--- src/rtl/counter_updown_mod.sv ---
// Configurable-width up/down counter with programmable ceiling, wrap/saturate
// mode, terminal count, cascade enable and sticky overflow.
module counter_updown_mod #(
  parameter int              WIDTH    = 8,
  parameter logic [WIDTH-1:0] MAX_VAL = {WIDTH{1'b1}},
  parameter bit              SATURATE = 1'b0
) (
  input  logic             C,
  input  logic             CLR_N,
  input  logic             SCLR,
  input  logic             CE,
  input  logic             UP_DN,
  input  logic             LOAD,
  input  logic [WIDTH-1:0] D,
  output logic [WIDTH-1:0] Q,
  output logic             TC,
  output logic             CEO,
  output logic             OVF
);

  logic [WIDTH-1:0] q_nxt;
  logic             ovf_nxt;
  logic             at_max;
  logic             at_zero;

  assign at_max  = (Q == MAX_VAL);
  assign at_zero = (Q == '0);

  // Boundaries are detected by compare, not by carry, so non-power-of-two
  // ceilings wrap at MAX_VAL rather than at 2**WIDTH.
  always_comb begin
    q_nxt   = Q;
    ovf_nxt = OVF;
    if (SCLR) begin
      q_nxt   = '0;
      ovf_nxt = 1'b0;
    end else if (LOAD) begin
      q_nxt = (D > MAX_VAL) ? MAX_VAL : D;
    end else if (CE) begin
      if (UP_DN) begin
        if (at_max) begin
          ovf_nxt = 1'b1;
          q_nxt   = SATURATE ? MAX_VAL : '0;
        end else begin
          q_nxt = Q + WIDTH'(1);
        end
      end else begin
        if (at_zero) begin
          ovf_nxt = 1'b1;
          q_nxt   = SATURATE ? '0 : MAX_VAL;
        end else begin
          q_nxt = Q - WIDTH'(1);
        end
      end
    end
  end

  always_ff @(posedge C or negedge CLR_N) begin
    if (!CLR_N) begin
      Q   <= '0;
      OVF <= 1'b0;
    end else begin
      Q   <= q_nxt;
      OVF <= ovf_nxt;
    end
  end

  assign TC  = UP_DN ? at_max : at_zero;
  assign CEO = CE & TC;

endmodule

--- config.mk ---
export PLATFORM = sky130hd
export DESIGN_NAME = counter_updown_mod
export DESIGN_NICKNAME = d
export VERILOG_FILES = /design/src/rtl/counter_updown_mod.sv
export SDC_FILE = /design/constraint.sdc
export NUM_CORES = 1
export LEC_CHECK = 0
export ABC_AREA = 0
export ABC_CLOCK_PERIOD_IN_PS = 1800
export CAP_MARGIN = 25
export CORE_MARGIN = 2
export CORE_UTILIZATION = 42
export CTS_CLUSTER_DIAMETER = 100
export DETAILED_ROUTE_END_ITERATION = 7
export GPL_TIMING_DRIVEN = 0
export HOLD_SLACK_MARGIN = 0.03
export MAX_ROUTING_LAYER = met4
export PLACE_DENSITY_LB_ADDON = 0.3
export SLEW_MARGIN = 20
export SYNTH_ARGS = -nofsm -noshare
export SYNTH_HDL_FRONTEND = slang
export SYNTH_SLANG_ARGS = --single-unit
export TNS_END_PERCENT = 30
--- constraint.sdc ---
create_clock -name C -period 1.8 [get_ports C]
set_input_delay 0.18 -clock C [delete_from_list [all_inputs] [get_ports C]]
set_output_delay 0.18 -clock C [all_outputs]
set_load 0.005 [all_outputs]
; ---- Yosys cells after proc, flatten, opt, wreduce, memory -nomap -nowiden
; Cells that the tools add are included.
[op_classes]
add_sub_neg = 2
n_lt_le_gt_ge = 1
eq_ne = 3
mux = 14
n_bitwise = 1
reduce_logical = 5
[ops]
columns = op, n
row1 = $mux W8, 7
row2 = $add A8 B1 Y8 const B, 1
row3 = $eq A8 B8 Y1 const B, 1
row4 = $gt A8 B8 Y1 const B, 1
row5 = $logic_not A8 Y1, 1
row6 = $sub A8 B1 Y8 const B, 1
row7 = $mux W1, 7
row8 = $reduce_bool A3 Y1, 2
row9 = $reduce_and A4 Y1, 1
row10 = $ne A3 B2 Y1 const B, 1
row11 = $ne A2 B2 Y1 const B, 1
row12 = $reduce_bool A2 Y1, 1
row13 = $and A1 B1 Y1, 1
[totals]
regBits = 9
out_inout_bits = 11
wordCells = 28

; ---- Longest topological paths before layout
; Gate-level depths: netlist of run 1.
[logic_depth]
depth_word = 6
depth_mapped = 7

; ---- Least setup slack after synthesis of run 1
; OpenSTA, ideal clock, no wires.
[synth_path]
path_type = register to register
start = register Q[0]
end = register Q[4]
setup_ps = 82
arrival_ps = 1718
required_ps = 1718
setup_slack_ps = 0
stages_incl_launch_ff = 8
path_cell_list = dfrtp_1 -> clkbuf_1 -> inv_1 -> ha_1 -> or4b_4 -> a211oi_2 -> a31oi_1 -> a31oi_1
[synth_between]
elab_chain_cells = 6
[synth_rtl]
columns = element, line
row1 = "start, declared", 15  ; output logic [WIDTH-1:0] Q,
row2 = "start signal, assigned", 63  ; Q <= q_nxt;
row3 = "$sub A8 B1 Y8, or another cell as far along", 52  ; q_nxt = Q - WIDTH'(1);
row4 = $mux W8 (on tied branches), "48, 41"
row5 = $mux W8 (*), 40  ; if (UP_DN) begin
row6 = $mux W8 (*), 39  ; end else if (CE) begin
row7 = $mux W8 (*), 37  ; end else if (LOAD) begin
row8 = $mux W8 (*), 34  ; if (SCLR) begin
; Every way passes the cells marked *; elsewhere a longest branch is shown, timed or not. The select of a mux whose other input is x is not followed.
; A chain may end at the register's enable or synchronous reset.

; ---- Worst setup path in the final report of run 1
[layout_path]
start = register Q[1]
end = output port CEO
[layout_between]
elab_chain_cells = 3
[layout_rtl]
columns = element, line
row1 = $eq A8 B8 Y1 / $logic_not A8 Y1 (equally long branches), "26, 27"
row2 = $mux W1 (*), 68  ; assign TC = UP_DN ? at_max : at_zero;
row3 = $and A1 B1 Y1 (*), 69  ; assign CEO = CE & TC;
row4 = "end, declared", 17  ; output logic CEO,
; Every way passes the cells marked *; elsewhere a longest branch is shown, timed or not.

==> impl_metrics.toml, run 1 <==
[clock_network]
clock_path_buffers = 2
clock_sinks = 9
path_clk_slew_ns = 0.07
h-tree-depth = 1
clockRootBuffer = "clkbuf_4"
clk_latency_ns = 0.28
cts_buffers = 3
cts_tree = "done"

[floorplan]
die_w_um = 50.3
core_um2 = 1980
initial_core_util_pct = 45.4
dieArea_um2 = 2530
row_count = 16
ioPinCount = 25
die_y_um = 50.3

[timing]
setup-violations-final = 3
maxClockFrequency_mhz = 516
slew_headroom_pct = 60.1
hold_viol = 0
skew_ns = 0.00547
fin_crit_ns = 1.94
worst_slew_pin_slew_ns = 0.599
fin_ws_ns = -0.139
rsz0062_at_grt = "true"
fin_crit_sh_pct = 108
slew_violations = 0
tns_ns = -0.274

[placement]
hpwl_mm = 1.87
place_ws_ns = -0.712
dp_cells = 164
gp_congestion = 0.920
port-buffer-count = 23

[critical_path]
slowest_delay_ns = 0.39
startpoint_type = "register"
path_class = "register to output port"
cp_data_arrival_time_ns = 1.76
crit_slowest_cell = "dfrtp_1"
end_kind = "output port"
rrSetupSlack_ns = -0.07
crit_chain = "clkbuf_8, inv_4, ha_4, nor3b_4, nand3_2, a21boi_4, nor2b_1, buf_2"
path_buf_inv = 3
cp_top_family = "simple AND/OR/NAND/NOR gates"
worstPathRequired_ns = 1.62
worstPathMaxFanout = 3

[global_routing]
antenna_found_initial = 0
grt_pass1_vias = 1056
grt_max_degree = 11
gr-total-overflow = 0
grt_first_pass_wirelength_mm = 4.93
grt_usage_pct = 26.4

[final_layout]
nets = 164
final_common_cell = "clkdlybuf4s50_1"
post_route_cells_drive_above_1_share_pct = 21.9
multi_input_area_um2 = 679
area_growth_syn_to_layout_pct = 46.7
diodes = 0
layout_common_cells = "clkdlybuf4s50_1, a21oi_1, dfrtp_1, nand2_1, nor3_1"
seq_area_um2 = 226
nFillCells = 159
instances_no_fill = 173

[synthesis]
synth_cell_types = 42
ys_async_sr_fraction_pct = 100
synth_mux_area_share_pct = 2.23
synth_seq_area_share_pct = 25.0
synthCells = 114
synth_seq_cells = 9
synth-xor-area-share_pct = 4.87
synth_area_leaders = "dfrtp_1, a21oi_1, nor3_1"
syn_area_per_cell_um2 = 7.89
synth_top_family_by_area = "simple AND/OR/NAND/NOR gates"
synth_fp_nets = 131
synth_top_area_share_pct = 25.0
synth_fa_ha_area_share_pct = 4.17
synth_compound_area_share_pct = 26.4
yosysWarnings = 0
synth_edf_count = 0
synth_ff_type = "dfrtp_1"
synth_area_um2 = 900
synth-simple-area-share_pct = 29.6
synth_area_leader_cell = "dfrtp_1"

[pwr]
p_sw_mw = 0.273
p_leak_nw = 0.536
p_seq_share_pct = 32.8
p_per_area_nw_per_um2 = 569
sw_frac_of_total_pct = 36.4
p_clk_share_pct = 23.2
combPwrFrac_pct = 44.0
p_int_mw = 0.478
ir_drop_mv = 0.395

[run_status]
status = "finished, violations left"
violations = "negative setup slack"

[route]
firstDrtPassIters = 4
ant_nets = 0
drt_iter0_markers = 43
drt-wirelength-per-cell_um = 16.6
drc = 0
totalWireLength_mm = 2.88
vias = 1074
vias_per_cell = 6.21

[min_path]
hold_class = "primary input to asynchronous set/reset pin"

[flow_run]
maxCapViolCount = 0
[path summary, 6_finish.rpt]
kind | startpoint | endpoint | cells past startpoint
setup / recovery | Q[1] | CEO | 8
hold / removal | CLR_N | Q[1] | 1
setup reg to reg | Q[0] | Q[4] | 7
hold reg to reg | OVF | OVF | 2
max in group asynchronous | CLR_N | Q[4] | 1
min in group C | D[1] | Q[1] | 3
[synthesized netlist by cell type, types with 3 or more instances]
cell type	number
a21oi_1	9
dfrtp_1	9
nor3_1	9
nand2_1	8
clkbuf_1	7
inv_1	7
nand3_1	5
nor2_1	5
ha_1	3
nor3b_1	3
o21a_1	3
o21ai_0	3
xnor2_1	3
[registers in the layout (all words and copies together) (netlist names)]
register  cells
Q             8
OVF           1
[routing by layer]
metal  up-vias  GRT usage [%]  wire, um  part of all wire [%]
li1        488              -         -                     -
met1       500           31.9      1160                    40
met2        68           41.0      1380                    48
met3        18           4.46       216                   7.5
met4         0           15.7       122                   4.2
met5         -              -         0                     0
[what timing repair did]
item / CTS / global route
pin swaps: 2 / 0
setup buffers: 5 / 0
hold buffers: 0 / 0
endpoints found under the setup margin: 7 / 5
resized for setup: 29 / 4
[cell families after synthesis]
family	after synthesis
compound gates	33
fa+ha+maj	3
simple gates	46
buf+inv	16
mux	2
xor+xnor	5
flops	9
[power by group through the flow]
| stage | sequential [mW] | clock [mW] | combinational, mW |
|---|---|---|---|
| CTS | 0.243 | 0.177 | 0.315 |
| global placement | 0.243 | 0 | 0.269 |
| global route | 0.250 | 0.191 | 0.359 |
| detailed placement | 0.244 | 0 | 0.272 |
| finish | 0.247 | 0.174 | 0.331 |
| floorplan | 0.242 | 0 | 0.169 |
[through the flow]
stage	hold WS (ns)	util [%]	area [um^2]	power, mW
floorplan	-0.116	-	901	0.411
global placement	0.528	58.8	1160	0.511
detailed placement	0.526	58.8	1160	0.516
CTS	0.234	65.7	1300	0.734
global route	0.246	66.6	1320	0.800
finish	0.217	66.6	1320	0.752
[final cells by class]
class	count	share of cell area, %
multi-input combinational	89	51.5
timing repair buffer	28	19.5
sequential	9	17.2
buffer	9	4.74
inverter	7	2.56
tap	27	2.56
clock buffer	4	1.99
Power figures use the tool's default switching activity.
==> run 2, diff against run 1 <==
--- a/config.mk
+++ b/config.mk
@@ -6,7 +6,6 @@
 export NUM_CORES = 1
 export LEC_CHECK = 0
 export ABC_AREA = 0
-export ABC_CLOCK_PERIOD_IN_PS = 1800
 export CAP_MARGIN = 25
 export CORE_MARGIN = 2
 export CORE_UTILIZATION = 42
==> results of run 2 <==
Final layout, timing and power as in run 1 (identical DEF).
==> run 3, diff against run 2 <==
--- a/config.mk
+++ b/config.mk
@@ -6,6 +6,7 @@
 export NUM_CORES = 1
 export LEC_CHECK = 0
 export ABC_AREA = 0
+export ABC_CLOCK_PERIOD_IN_PS = 1800
 export CAP_MARGIN = 25
 export CORE_MARGIN = 2
 export CORE_UTILIZATION = 42
==> results of run 3 <==
Final layout, timing and power as in run 1 (identical DEF).
